`config.mk`:
```
export PLATFORM = sky130hd
export DESIGN_NAME = matrix_slot_allocator
export DESIGN_NICKNAME = d
export VERILOG_FILES = /design/src/rtl/matrix_slot_allocator.sv
export SDC_FILE = /design/constraint.sdc
export NUM_CORES = 1
export LEC_CHECK = 0
export CORE_UTILIZATION = 45
export CTS_BUF_LIST = sky130_fd_sc_hd__clkbuf_2 sky130_fd_sc_hd__clkbuf_4 sky130_fd_sc_hd__clkbuf_8
export DETAILED_ROUTE_END_ITERATION = 10
export GPL_TIMING_DRIVEN = 0
export SLEW_MARGIN = 10
export SYNTH_ARGS = -nofsm -noshare
export SYNTH_HDL_FRONTEND = slang
export SYNTH_SLANG_ARGS = --single-unit
```
`constraint.sdc`:
```
create_clock -name clk -period 3.7 [get_ports clk]
set_clock_uncertainty 0.15 [all_clocks]
set_input_delay 0.555 -clock clk [delete_from_list [all_inputs] [get_ports clk]]
set_output_delay 0.555 -clock clk [all_outputs]
set_load 0.005 [all_outputs]
```
`src/rtl/matrix_slot_allocator.sv`:
```
// matrix_slot_allocator
//   Storage manager for the matrix memory. Keeps a table of matrix dimension
//   types; each type owns SLOTS consecutive slots of m*n words, handed out in
//   rotation. The input path requests a write base per new matrix, and the
//   display/calculation paths look up stored matrices through the query port.
//
// Ports
//   clk, rst_n            clock, asynchronous active-low reset
//   i_req, i_dim_m/n      allocation request with dimensions (taken in IDLE)
//   i_commit, i_abort     finish the current grant (abort wins)
//   i_clear               wipe the table (IDLE only, i_req has priority)
//   o_ready               FSM is idle and will accept i_req
//   o_grant               allocation granted; o_base_addr/o_type_idx/o_slot_idx valid
//   o_error, o_err_code   one-cycle error pulse; code 1 bad dims, 2 table full,
//                         3 memory exhausted (code held until next request)
//   o_type_count          number of committed types
//   i_q_type, i_q_slot    query select; o_q_* respond one cycle later
//   dbg_state             current FSM state for debug/checkers
//
// Handshake: a request is accepted on any rising edge where o_ready and i_req
// are both high; i_req at any other time is dropped, never queued. Once
// o_grant rises it stays high, with stable address fields, until the edge
// that samples i_commit or i_abort; o_ready is high right after that edge.
module matrix_slot_allocator #(
   parameter int DIM_W     = 3,
   parameter int MAX_DIM   = 5,
   parameter int MAX_TYPES = 8,
   parameter int SLOTS     = 2,
   parameter int ADDR_W    = 8,
   localparam int TW = (MAX_TYPES > 1) ? $clog2(MAX_TYPES) : 1,
   localparam int SW = (SLOTS > 1) ? $clog2(SLOTS) : 1
) (
   input  logic              clk,
   input  logic              rst_n,
   input  logic              i_req,
   input  logic [DIM_W-1:0]  i_dim_m,
   input  logic [DIM_W-1:0]  i_dim_n,
   input  logic              i_commit,
   input  logic              i_abort,
   input  logic              i_clear,
   output logic              o_ready,
   output logic              o_grant,
   output logic [ADDR_W-1:0] o_base_addr,
   output logic [TW-1:0]     o_type_idx,
   output logic [SW-1:0]     o_slot_idx,
   output logic              o_error,
   output logic [1:0]        o_err_code,
   output logic [TW:0]       o_type_count,
   input  logic [TW-1:0]     i_q_type,
   input  logic [SW-1:0]     i_q_slot,
   output logic [ADDR_W-1:0] o_q_addr,
   output logic [DIM_W-1:0]  o_q_m,
   output logic [DIM_W-1:0]  o_q_n,
   output logic              o_q_valid,
   output logic [2:0]        dbg_state
);

   localparam int SZW = 2 * DIM_W;   // width of m*n
   localparam int XW  = ADDR_W + 2;  // width of address sums before truncation

   localparam logic [XW-1:0]    MEM_DEPTH = {2'b01, {ADDR_W{1'b0}}};
   localparam logic [XW-1:0]    SLOTS_X   = XW'(SLOTS);
   localparam logic [TW:0]      MAX_T     = (TW+1)'(MAX_TYPES);
   localparam logic [DIM_W-1:0] MAXD      = DIM_W'(MAX_DIM);
   localparam bit               SLOT_POW2 = (SLOTS == (1 << SW));

   typedef enum logic [2:0] {
      S_IDLE  = 3'd0,
      S_SCAN  = 3'd1,
      S_ALLOC = 3'd2,
      S_GRANT = 3'd3,
      S_ERR   = 3'd4
   } state_t;

   state_t state;

   // Type table
   logic [DIM_W-1:0]  ent_m     [MAX_TYPES];
   logic [DIM_W-1:0]  ent_n     [MAX_TYPES];
   logic [ADDR_W-1:0] ent_base  [MAX_TYPES];
   logic [SZW-1:0]    ent_size  [MAX_TYPES];
   logic [SW-1:0]     ent_next  [MAX_TYPES];
   logic [SLOTS-1:0]  ent_valid [MAX_TYPES];

   logic [TW:0]       type_count;
   logic [ADDR_W:0]   free_ptr;

   // Latched request and pending grant
   logic [DIM_W-1:0]  req_m;
   logic [DIM_W-1:0]  req_n;
   logic [SZW-1:0]    req_size;
   logic [TW:0]       scan_idx;
   logic [TW-1:0]     g_type;
   logic [SW-1:0]     g_slot;
   logic              g_new;

   function automatic logic [ADDR_W-1:0] slot_addr(input logic [ADDR_W-1:0] base,
                                                   input logic [SW-1:0]     slot,
                                                   input logic [SZW-1:0]    size);
      return ADDR_W'(XW'(base) + XW'(slot) * XW'(size));
   endfunction

   function automatic logic [SW-1:0] slot_inc(input logic [SW-1:0] slot);
      return (slot == SW'(SLOTS - 1)) ? '0 : slot + SW'(1);
   endfunction

   logic [TW-1:0] s_i;
   logic          scan_hit;
   logic [XW-1:0] need_x;
   logic [XW-1:0] free_sum;
   logic          bad_dims;
   logic          q_type_ok;
   logic          q_slot_ok;

   always_comb begin
      s_i       = scan_idx[TW-1:0];
      scan_hit  = (ent_m[s_i] == req_m) && (ent_n[s_i] == req_n);
      need_x    = SLOTS_X * XW'(req_size);
      // exhaustion is judged on the untruncated sum
      free_sum  = XW'(free_ptr) + need_x;
      bad_dims  = (i_dim_m == '0) || (i_dim_n == '0) || (i_dim_m > MAXD) || (i_dim_n > MAXD);
      q_type_ok = ({1'b0, i_q_type} < type_count);
      q_slot_ok = SLOT_POW2 || (int'(i_q_slot) < SLOTS);
   end

   assign o_type_count = type_count;
   assign dbg_state    = state;

   always_ff @(posedge clk or negedge rst_n) begin
      if (!rst_n) begin
         state       <= S_IDLE;
         o_ready     <= 1'b1;
         o_grant     <= 1'b0;
         o_base_addr <= '0;
         o_type_idx  <= '0;
         o_slot_idx  <= '0;
         o_error     <= 1'b0;
         o_err_code  <= '0;
         type_count  <= '0;
         free_ptr    <= '0;
         req_m       <= '0;
         req_n       <= '0;
         req_size    <= '0;
         scan_idx    <= '0;
         g_type      <= '0;
         g_slot      <= '0;
         g_new       <= 1'b0;
         for (int i = 0; i < MAX_TYPES; i++) begin
            ent_m[i]     <= '0;
            ent_n[i]     <= '0;
            ent_base[i]  <= '0;
            ent_size[i]  <= '0;
            ent_next[i]  <= '0;
            ent_valid[i] <= '0;
         end
      end else begin
         case (state)
            S_IDLE: begin
               if (i_req) begin
                  req_m      <= i_dim_m;
                  req_n      <= i_dim_n;
                  req_size   <= SZW'(i_dim_m) * SZW'(i_dim_n);
                  scan_idx   <= '0;
                  o_ready    <= 1'b0;
                  if (bad_dims) begin
                     state      <= S_ERR;
                     o_error    <= 1'b1;
                     o_err_code <= 2'd1;
                  end else begin
                     state      <= S_SCAN;
                     o_err_code <= 2'd0;
                  end
               end else if (i_clear) begin
                  type_count <= '0;
                  free_ptr   <= '0;
                  for (int i = 0; i < MAX_TYPES; i++) begin
                     ent_valid[i] <= '0;
                  end
               end
            end

            S_SCAN: begin
               // miss test first: entries at or beyond type_count are stale
               if (scan_idx == type_count) begin
                  state <= S_ALLOC;
               end else if (scan_hit) begin
                  state       <= S_GRANT;
                  g_type      <= s_i;
                  g_slot      <= ent_next[s_i];
                  g_new       <= 1'b0;
                  o_grant     <= 1'b1;
                  o_base_addr <= slot_addr(ent_base[s_i], ent_next[s_i], ent_size[s_i]);
                  o_type_idx  <= s_i;
                  o_slot_idx  <= ent_next[s_i];
               end else begin
                  scan_idx <= scan_idx + 1'b1;
               end
            end

            S_ALLOC: begin
               if (type_count == MAX_T) begin
                  state      <= S_ERR;
                  o_error    <= 1'b1;
                  o_err_code <= 2'd2;
               end else if (free_sum > MEM_DEPTH) begin
                  state      <= S_ERR;
                  o_error    <= 1'b1;
                  o_err_code <= 2'd3;
               end else begin
                  // pending entry only; the table is written on commit
                  state       <= S_GRANT;
                  g_type      <= type_count[TW-1:0];
                  g_slot      <= '0;
                  g_new       <= 1'b1;
                  o_grant     <= 1'b1;
                  o_base_addr <= free_ptr[ADDR_W-1:0];
                  o_type_idx  <= type_count[TW-1:0];
                  o_slot_idx  <= '0;
               end
            end

            S_GRANT: begin
               if (i_abort) begin
                  state   <= S_IDLE;
                  o_grant <= 1'b0;
                  o_ready <= 1'b1;
               end else if (i_commit) begin
                  state   <= S_IDLE;
                  o_grant <= 1'b0;
                  o_ready <= 1'b1;
                  ent_next[g_type] <= slot_inc(g_slot);
                  if (g_new) begin
                     ent_m[g_type]     <= req_m;
                     ent_n[g_type]     <= req_n;
                     ent_base[g_type]  <= free_ptr[ADDR_W-1:0];
                     ent_size[g_type]  <= req_size;
                     ent_valid[g_type] <= SLOTS'(1);
                     type_count        <= type_count + 1'b1;
                     free_ptr          <= free_ptr + (ADDR_W+1)'(need_x);
                  end else begin
                     ent_valid[g_type][g_slot] <= 1'b1;
                  end
               end
            end

            S_ERR: begin
               state   <= S_IDLE;
               o_error <= 1'b0;
               o_ready <= 1'b1;
            end

            default: begin
               state   <= S_IDLE;
               o_grant <= 1'b0;
               o_error <= 1'b0;
               o_ready <= 1'b1;
            end
         endcase
      end
   end

   // Query port: one-cycle registered lookup, independent of the FSM.
   always_ff @(posedge clk or negedge rst_n) begin
      if (!rst_n) begin
         o_q_addr  <= '0;
         o_q_m     <= '0;
         o_q_n     <= '0;
         o_q_valid <= 1'b0;
      end else if (q_type_ok) begin
         o_q_addr  <= slot_addr(ent_base[i_q_type], i_q_slot, ent_size[i_q_type]);
         o_q_m     <= ent_m[i_q_type];
         o_q_n     <= ent_n[i_q_type];
         o_q_valid <= q_slot_ok & ent_valid[i_q_type][i_q_slot];
      end else begin
         o_q_addr  <= '0;
         o_q_m     <= '0;
         o_q_n     <= '0;
         o_q_valid <= 1'b0;
      end
   end

endmodule

```
==> flow_summary.toml, run 1 <==
[outcome]
status = "finished clean"

[sta]
worst_pin_slew_ps = 1010
setup_viol = 0
rsz0062_at_grt = "false"
final-hold-violation-count = 0
tns_ps = 0
fmax_mhz = 278
maxSlewViolCount = 0
finalHoldWorstSlack_ps = 332
finalCriticalPeriod_ps = 3600
fin_crit_sh_pct = 97.2
slew_headroom_pct = 32.6

[synth]
synth_ff_type = "dfrtp_1"
synth_top_area_share_pct = 45.9
synthDistinctLibCells = 59
async_flop_share_pct = 100
syn-instance-count = 1011
synth_edf_count = 0
syn_area_sq_um = 13000
synth.ff_latch_count = 240
avgSynthCellArea_sq_um = 12.9
yosysWarnings = 0
yosysSeqAreaShare_pct = 46.1
syn_nets = 1058
synth.largest_area_cell = "dfrtp_1"
yosys-top-cells-area = "dfrtp_1 (46%), mux2_2 (15%), mux4_2 (13%), ha_1 (2.5%), mux2i_1 (2.3%)"

[power]
p_per_area_nw_per_um2 = 574
clock_power_share_pct = 29.5
switching_share_pct = 34.0
power_w = 0.00879
comb_power_share_pct = 33.2
power_switching_w = 0.00298
p_int_w = 0.00580
power_frac_seq_pct = 37.3
leakagePower_nw = 7.05
ir_drop_v = 0.000216

[detailed_routing]
drtIter0Drc = 570
num_vias = 8833
routedWlPerCell_um = 22.3
routed_via_density = 5.77
postRouteAntennaNets = 0
routed_wl_mm = 34.2
post-route-drc-count = 0
drt-pass1-iter-count = 5

[floorplan]
core-area_sq_um = 28100
initial_utilization_pct = 46.4
die_y_um = 172
die_area_sq_um = 29600
die_w_um = 172
pin_count = 55
rows = 61

[setup_path]
cp_slowest_stage_delay_ps = 550
worstSetupPathType = "register to register"
critPathArrivalTime_ps = 3870
path_cells = "buf_12, buf_16, clkbuf_16, mux4_2, mux2i_4, nor2_1, ha_1, a21o_1, a21o_1, a21o_1, a21oi_2, nor2_1, xor2_1, o21ai_1, mux2_4"
critPathTopFamily = "multiplexers"
path_max_fanout = 6
reg2reg_depth = 15
r2r_slack_ps = 100
end_kind = "register"
rr_startpoint = "scan_idx[0]"
cp_num_buf_inv = 3
r2r-end = "o_base_addr[7]"
cp-start-kind = "register"
required_ps = 3970
crit_path_frequent_cell = "a21o_1"
cp_slowest_cell = "mux4_2"

[final_layout]
drive_gt1_share_pct = 34.0
final_nets = 1172
fin_util_pct = 54.5
synthToLayoutAreaGrowth_pct = 17.6
final_common_cell = "dfrtp_1"
layout_common_cells = "dfrtp_1 (236), mux2_2 (169), mux4_2 (77), nand2_1 (77), clkbuf_8 (59)"
fin_area_sq_um = 15300
n_antenna_cell = 0

[cts]
clock-root-buffer = "clkbuf_8"
cts_sinks = 240
clkTransAtPathRegs_ps = 60
clock_latency_ps = 550
cts_tree = "built"
cts_made_buffers = 43
clk_path_buf_depth = 3
cts_htree_levels = 2

[place]
gp_congestion = 0.830
post-dp-hpwl_mm = 23.3
port_buffers = 53
place_area_sq_um = 14100

[global_route]
grt_max_degree = 108
grt_pass1_vias = 8983
track_usage_pct = 24.5
grt-ovfl-total = 0
grt_antenna_before_repair = 0
grt_pass1_wl_mm = 53.7

[worst_hold_path]
hold_path.class = "input pin to asynchronous set/reset pin"

[job]
cap_viol_max_count = 0
==> flip-flops by register name (all words and copies together) (netlist names), 2 cells and up <==
name / cells
ent_base: 56
ent_size: 48
ent_m: 24
ent_n: 24
ent_valid: 16
ent_next: 8
free_ptr: 8
o_base_addr: 8
o_q_addr: 8
req_size: 6
o_type_count: 4
scan_idx: 4
dbg_state: 3
g_type: 3
o_q_m: 3
o_q_n: 3
req_m: 3
req_n: 3
o_err_code: 2
==> logic make-up (layout without fill, tap and decap cells) <==
kind of cell	Yosys count	in the layout	synth area share (%)
mux	291	291	32.5
flops	240	240	46.1
simple gates	201	201	7.23
compound gates	140	140	6.44
buf+inv	80	222	2.63
fa+ha+maj	31	31	3.27
xor+xnor	26	26	1.75
other cells	2	2	0.0577
==> power groups by stage <==
stage	Combinational, W	Sequential [W]	Clock (W)
CTS	0.00283	0.00327	0.00265
finish	0.00291	0.00328	0.00260
global route	0.00319	0.00333	0.00278
detailed placement	0.00268	0.00331	0
global placement	0.00265	0.00330	0
floorplan	0.00183	0.00318	0
==> area by class of cell <==
cell class	instances	area, sq um
Clock buffer	69	881
Clock inverter	4	26.3
Tap cell	378	473
Sequential cell	240	6010
Fill cell	2440	12800
Multi-Input combinational cell	691	6720
Timing Repair Buffer	72	719
Buffer	63	424
Inverter	14	52.6
==> worst max path at each step <==
| stage | startpoint | end | slack [ps] | cells after the start |
|---|---|---|---|---|
| 2_1_floorplan | i_q_type[0] | o_q_addr[6] | -1 | 12 |
| 4_1_cts | scan_idx[0] | o_base_addr[7] | 3 | 15 |
| 5_1_grt | i_q_type[2] | o_q_addr[7] | 5 | 13 |
| 3_5_place_dp | i_q_type[1] | o_q_addr[6] | -1330 | 12 |
| 3_3_place_gp | rst_n | req_m[1] | -8660 | 1 |
| 6_report | scan_idx[0] | o_base_addr[7] | 100 | 15 |
==> stage by stage <==
| step | instances | setup slack, ps |
|---|---|---|
| after detailed placement | 1444 | -1330 |
| after global placement | 1442 | -8660 |
| after CTS | 1522 | 2.92 |
| final | 1531 | 102 |
| after floorplan | 1011 | -1.09 |
| after global routing | 1531 | 4.69 |
==> repair_timing <==
item,4_1_cts,5_1_grt
hold buffers,1,0
endpoints found under the setup margin,20,18
pin swaps,1,4
buffers inserted,7,9
gates resized for setup,40,17
hold endpoints to repair,36,0
==> metal layers <==
metal,GRT usage [%],up-vias,wire length (um)
met2,39.7,231,16200
met1,35.4,4588,15800
met3,3.36,41,1640
met4,4.81,0,527
li1,-,3973,-
met5,0,-,0
==> cells in the mapped netlist, types with 6 or more instances <==
master and n:
mux4_2 77, a21o_1 9, mux2i_1 30, nor2b_1 14, xnor2_1 16, nand2_1 77
mux2_2 169, a211oi_1 7, dfrtp_1 239, nor2_1 57, nand2b_1 8, nand3_1 6
nor3b_1 7, mux4_1 6, ha_1 26, buf_1 13, mux2_4 9, a31oi_1 10
a21oi_1 51, inv_1 14, o21ai_0 41, xor2_1 10, buf_2 8, clkbuf_1 41
nor3_1 9
Note: power is estimated with default switching activity, not from simulation.
==> inputs of run 2 (changes only) <==
--- a/config.mk
+++ b/config.mk
@@ -9,6 +9,8 @@
 export CTS_BUF_LIST = sky130_fd_sc_hd__clkbuf_2 sky130_fd_sc_hd__clkbuf_4 sky130_fd_sc_hd__clkbuf_8
 export DETAILED_ROUTE_END_ITERATION = 10
 export GPL_TIMING_DRIVEN = 0
+export HOLD_SLACK_MARGIN = 0.1
+export SETUP_SLACK_MARGIN = 0.5
 export SLEW_MARGIN = 10
 export SYNTH_ARGS = -nofsm -noshare
 export SYNTH_HDL_FRONTEND = slang
==> run 2 against run 1 <==
Compared with the run above:
- routed wire length is 4.7% higher
- core utilization is 2.7 points higher
- critical path depth stayed put
- worst setup slack better by 200 ps
- sequential share of layout area is 1.8 points lower
- combinational power is 20% higher
- register-to-register slack better by 200 ps
- fmax is 5.9% higher
- critical path type unchanged
- highest routed layer unchanged
==> flow_summary.toml, run 2 (same netlist as run 1, synthesis figures left out) <==
[outcome]
status = "finished clean"

[place]
port_buffers = 53
place_area_sq_um = 14200
dp_slack_ps = -1010
gp_congestion = 0.816
post-dp-hpwl_mm = 23.7

[setup_path]
end_kind = "register"
critPathTopFamily = "multiplexers"
cp_num_buf_inv = 6
required_ps = 3970
cp_slowest_cell = "mux4_2"
cp_slowest_stage_delay_ps = 410
cp-start-kind = "register"
critPathArrivalTime_ps = 3670
rr_startpoint = "scan_idx[0]"
worstSetupPathType = "register to register"
crit_path_start = "scan_idx[0]"
path_max_fanout = 6
path_cells = "buf_6, buf_12, buf_12, buf_12, buf_12, buf_4, mux4_2, mux2_2, ha_1, a21o_1, a21oi_2, nor2_1, xor2_1, o21ai_1, mux2_4"
crit_path_frequent_cell = "buf_12"

[detailed_routing]
routed_wl_mm = 35.8
num_vias = 8970
drtIter0Drc = 551
postRouteAntennaNets = 0
drt-pass1-iter-count = 5
routed_via_density = 5.68
routedWlPerCell_um = 22.7
post-route-drc-count = 0

[sta]
setup_slack_ps = 301
fin_crit_sh_pct = 91.9
fmax_mhz = 294
setup_viol = 0
worst_pin_slew_ps = 1050
final-hold-violation-count = 0
rsz0062_at_grt = "true"
finalCriticalPeriod_ps = 3400
slew_headroom_pct = 29.7
maxSlewViolCount = 0

[global_route]
grt_pass1_vias = 9056
grt_max_degree = 104
grt_antenna_before_repair = 0
grt_pass1_wl_mm = 54.9
track_usage_pct = 25.3
grt-ovfl-total = 0

[job]
cap_viol_max_count = 0

[cts]
cts_sinks = 240
clkTransAtPathRegs_ps = 60
cts_tree = "built"
cts_htree_levels = 2
cts_made_buffers = 42
clk_path_buf_depth = 3
clock-root-buffer = "clkbuf_8"
clock_latency_ps = 560

[power]
ir_drop_v = 0.000245
p_per_area_nw_per_um2 = 583
leakagePower_nw = 7.37

[final_layout]
num-fill-cells = 2391
reg.largest.list = "ent_base: 56 flops, ent_size: 48 flops"
layout_common_cells = "dfrtp_1 (232), mux2_2 (165), mux4_2 (77)"
drive_gt1_share_pct = 39.7
n_antenna_cell = 0
final_common_cell = "dfrtp_1"
synthToLayoutAreaGrowth_pct = 23.3
final_nets = 1215
fin_area_sq_um = 16100
largest_reg_flops = 56
regMostFlops = "ent_base"

[floorplan]
pin_count = 55
core-area_sq_um = 28100
die_area_sq_um = 29600
die_y_um = 172
initial_utilization_pct = 46.4
die_w_um = 172
rows = 61

[worst_hold_path]
hold_path.class = "input pin to asynchronous set/reset pin"
[run 2: cell types whose count changed in the layout (fill, tap and decap cells not counted), moves of 5 or more]
| cell | change |
|---|---|
| buf_4 | +31 |
| buf_6 | +7 |
| a21oi_1 | -5 |
| o21ai_0 | -5 |
| buf_12 | +10 |
| nand2_2 | +7 |
| nand2_1 | -8 |
| ha_1 | -6 |
| a21oi_2 | +5 |
[run 2: routing by layer]
layer	GRT usage [%]	part of all wire, %	vias up
met5	0	0	-
met3	3.85	4.1	47
met2	40.8	48	195
met1	35.5	46	4677
met4	6.73	1.9	0
li1	-	-	4051
[run 2: layout make-up]
type	instances	area [sq um]	share of cell area (%)
multi-input cells	691	6930	43.2
repair buffers	113	1120	6.99
flip-flops and latches	240	6020	37.5
clock buffers	68	842	5.25
plain buffers	66	542	3.37
well taps	378	473	2.95
inverters	14	52.6	0.327
clock inverters	9	78.8	0.491
[run 2: final timing paths]
| kind | end | depth (start not counted) | slack, ps |
|---|---|---|---|
| min | free_ptr[5] | 2 | 350 |
| max in group asynchronous | req_size[1] | 3 | 2150 |
| min in group clk | ent_valid[12] | 2 | 350 |
| min reg2reg | ent_valid[12] | 2 | 350 |
| max reg2reg | o_base_addr[7] | 15 | 300 |
| max | o_base_addr[7] | 15 | 300 |
[run 2: worst reg2reg max path, cell delays in order (launching register included)]
cell and delay [ps]:
dfrtp_1 390, buf_6 130, buf_12 120, buf_12 130
buf_12 140, buf_12 130, buf_4 140, mux4_2 410
mux2_2 300, ha_1 330, a21o_1 220, a21oi_2 130
nor2_1 50, xor2_1 150, o21ai_1 70, mux2_4 270
[run 2: power breakdown]
part,leakage [nW],total [W],switching [W],internal [W]
Combinational,3.60,0.00348,0.00176,0.00172
Clock,0.489,0.00262,0.00110,0.00152
Sequential,3.29,0.00327,0.000320,0.00295
[run 2: what timing repair did]
item | 4_1_cts | 5_1_grt
pin swaps | 8 | 17
endpoints found under the setup margin | 107 | 32
buffers inserted | 35 | 21
resized for setup | 75 | 38
endpoints found under the hold margin | 38 | 0
hold buffers | 1 | 0
gates cloned | 1 | 0
[run 2: stage by stage]
step                std cells  util (%)   TNS, ps  total power, W  hold slack (ps)
floorplan                1011         -         0         0.00508              109
global placement         1442      50.4  -2081110         0.00605              321
detailed placement       1444      50.6     -8820         0.00608              316
CTS                      1558      56.1         0         0.00921              318
global route             1579      57.2         0         0.00984              362
finish                   1579      57.2         0         0.00936              345
==> inputs of run 3 (changes only) <==
--- a/config.mk
+++ b/config.mk
@@ -5,10 +5,9 @@
 export SDC_FILE = /design/constraint.sdc
 export NUM_CORES = 1
 export LEC_CHECK = 0
-export CORE_UTILIZATION = 45
+export CORE_UTILIZATION = 34
 export CTS_BUF_LIST = sky130_fd_sc_hd__clkbuf_2 sky130_fd_sc_hd__clkbuf_4 sky130_fd_sc_hd__clkbuf_8
 export DETAILED_ROUTE_END_ITERATION = 10
-export GPL_TIMING_DRIVEN = 0
 export HOLD_SLACK_MARGIN = 0.1
 export SETUP_SLACK_MARGIN = 0.5
 export SLEW_MARGIN = 10
==> run 3 against run 2 <==
Compared with the run above:
- largest cell class unchanged
- combinational power fell by 20%
- critical path depth fell by 1
- worst setup slack improved by 120 ps
- count of clock-buffer cells in the layout rose by 6
- sequential power rose by 3%
==> flow_summary.toml, run 3 (same netlist as run 1, synthesis figures left out) <==
[detailed_routing]
drtIter0Drc = 511
routedWlPerCell_um = 20.7
num_vias = 8837
post-route-drc-count = 0
drt-pass1-iter-count = 5
routed_wl_mm = 34.4
postRouteAntennaNets = 0
routed_via_density = 5.31

[setup_path]
path_max_fanout = 4
end_kind = "register"
crit_path_frequent_cell = "a21o_1"
critPathTopFamily = "multiplexers"
worstSetupPathType = "register to register"
cp-start-kind = "register"
cp_slowest_cell = "mux4_2"
path_cells = "buf_12, mux4_2, mux2i_1, buf_4, nor2_2, ha_4, a21o_1, a21o_1, a21o_1, a21oi_2, nor2_1, xor2_1, o21ai_1, mux2_4"
critPathArrivalTime_ps = 3570
cp_slowest_stage_delay_ps = 480
required_ps = 3990
path_depth = 14
cp_num_buf_inv = 2
r2r_slack_ps = 420
reg2reg_depth = 14

[power]
leakagePower_nw = 7.16
ir_drop_v = 0.000203
p_per_area_nw_per_um2 = 565

[final_layout]
regMostFlops = "ent_base"
n_antenna_cell = 0
final_common_cell = "dfrtp_1"
layout_common_cells = "dfrtp_1 (236), mux2_2 (168), mux4_2 (77), nand2_1 (77), buf_4 (68)"
reg.largest.list = "ent_base: 56 flops, ent_size: 48 flops"
drive_gt1_share_pct = 38.2
synthToLayoutAreaGrowth_pct = 19.6
largest_reg_flops = 56
final_nets = 1166

[cts]
clk_path_buf_depth = 3
clkTransAtPathRegs_ps = 60
cts_tree = "built"
clock-root-buffer = "clkbuf_8"
cts_htree_levels = 2
cts_made_buffers = 43
clock_latency_ps = 570
cts_sinks = 240

[sta]
fin_crit_sh_pct = 88.5
final-hold-violation-count = 0
finalCriticalPeriod_ps = 3280
maxSlewViolCount = 0
rsz0062_at_grt = "true"
finalHoldWorstSlack_ps = 337
setup_viol = 0
slew_headroom_pct = 36.4
tns_ps = 0
worst_pin_slew_ps = 952
setup_slack_ps = 424
fmax_mhz = 305

[place]
post-dp-hpwl_mm = 22.4
port_buffers = 54
dp_slack_ps = 173
gp_congestion = 0.814

[floorplan]
die_y_um = 198
pin_count = 55
die_area_sq_um = 39100
initial_utilization_pct = 34.6
rows = 71
die_w_um = 198
core-area_sq_um = 37700

[global_route]
grt_pass1_wl_mm = 54.4
grt-ovfl-total = 0
track_usage_pct = 18.3
grt_max_degree = 99
grt_pass1_vias = 9124
grt_antenna_before_repair = 0

[worst_hold_path]
min_delay_path_depth = 2
hold_path.class = "register to register"

[outcome]
status = "finished clean"

[job]
cap_viol_max_count = 0
[run 3: per-layer routing]
metal | routed length, um | GRT usage, % | vias to the layer above | part of all wire (%)
met5 | 0 | 0 | - | 0
met4 | 837 | 5.74 | 0 | 2.4
met3 | 1740 | 3.15 | 59 | 5.1
met2 | 16400 | 29.6 | 226 | 48
met1 | 15400 | 25.0 | 4582 | 45
li1 | - | - | 3970 | -
[run 3: worst min-delay path: cells and delay by family (launching register included)]
| kind | cells | cell delay [ps] |
|---|---|---|
| simple gates | 1 | 70 |
| compound gates | 1 | 40 |
| flops | 1 | 340 |
[run 3: path summary, 6_finish.rpt]
kind                               from        endpoint
setup / recovery            scan_idx[0]  o_base_addr[7]
hold / removal             ent_valid[0]    ent_valid[0]
setup reg to reg            scan_idx[0]  o_base_addr[7]
hold reg to reg            ent_valid[0]    ent_valid[0]
max in group asynchronous         rst_n     req_size[0]
min in group asynchronous         rst_n    ent_base[36]
[run 3: cell type report]
type | instances | area [sq um]
inverters | 14 | 52.6
clock inverters | 5 | 35.0
flip-flops and latches | 240 | 6010
multi-input cells | 691 | 6750
fillers | 3534 | 22100
clock buffers | 74 | 912
repair buffers | 129 | 1180
well taps | 511 | 639
[run 3: through the flow]
stage	util, %	total power, W	cell area [sq um]	std cells
floorplan	-	0.00508	13200	1011
global placement	38.3	0.00599	14400	1571
detailed placement	38.3	0.00603	14400	1571
CTS	41.2	0.00887	15500	1660
global route	41.3	0.00932	15600	1664
finish	41.3	0.00880	15600	1664
[run 3: repair_timing]
action,CTS,global route
hold buffers,1,0
pin swaps,4,0
gates cloned,0,0
resized for setup,11,2
endpoints found under the hold margin,93,0
buffers inserted,9,4
setup endpoints to repair,13,14
[run 3: power breakdown]
group | total (W) | switching (W) | internal, W
clock network | 0.00265 | 0.00110 | 0.00155
registers | 0.00336 | 0.000421 | 0.00294
logic | 0.00278 | 0.00140 | 0.00138
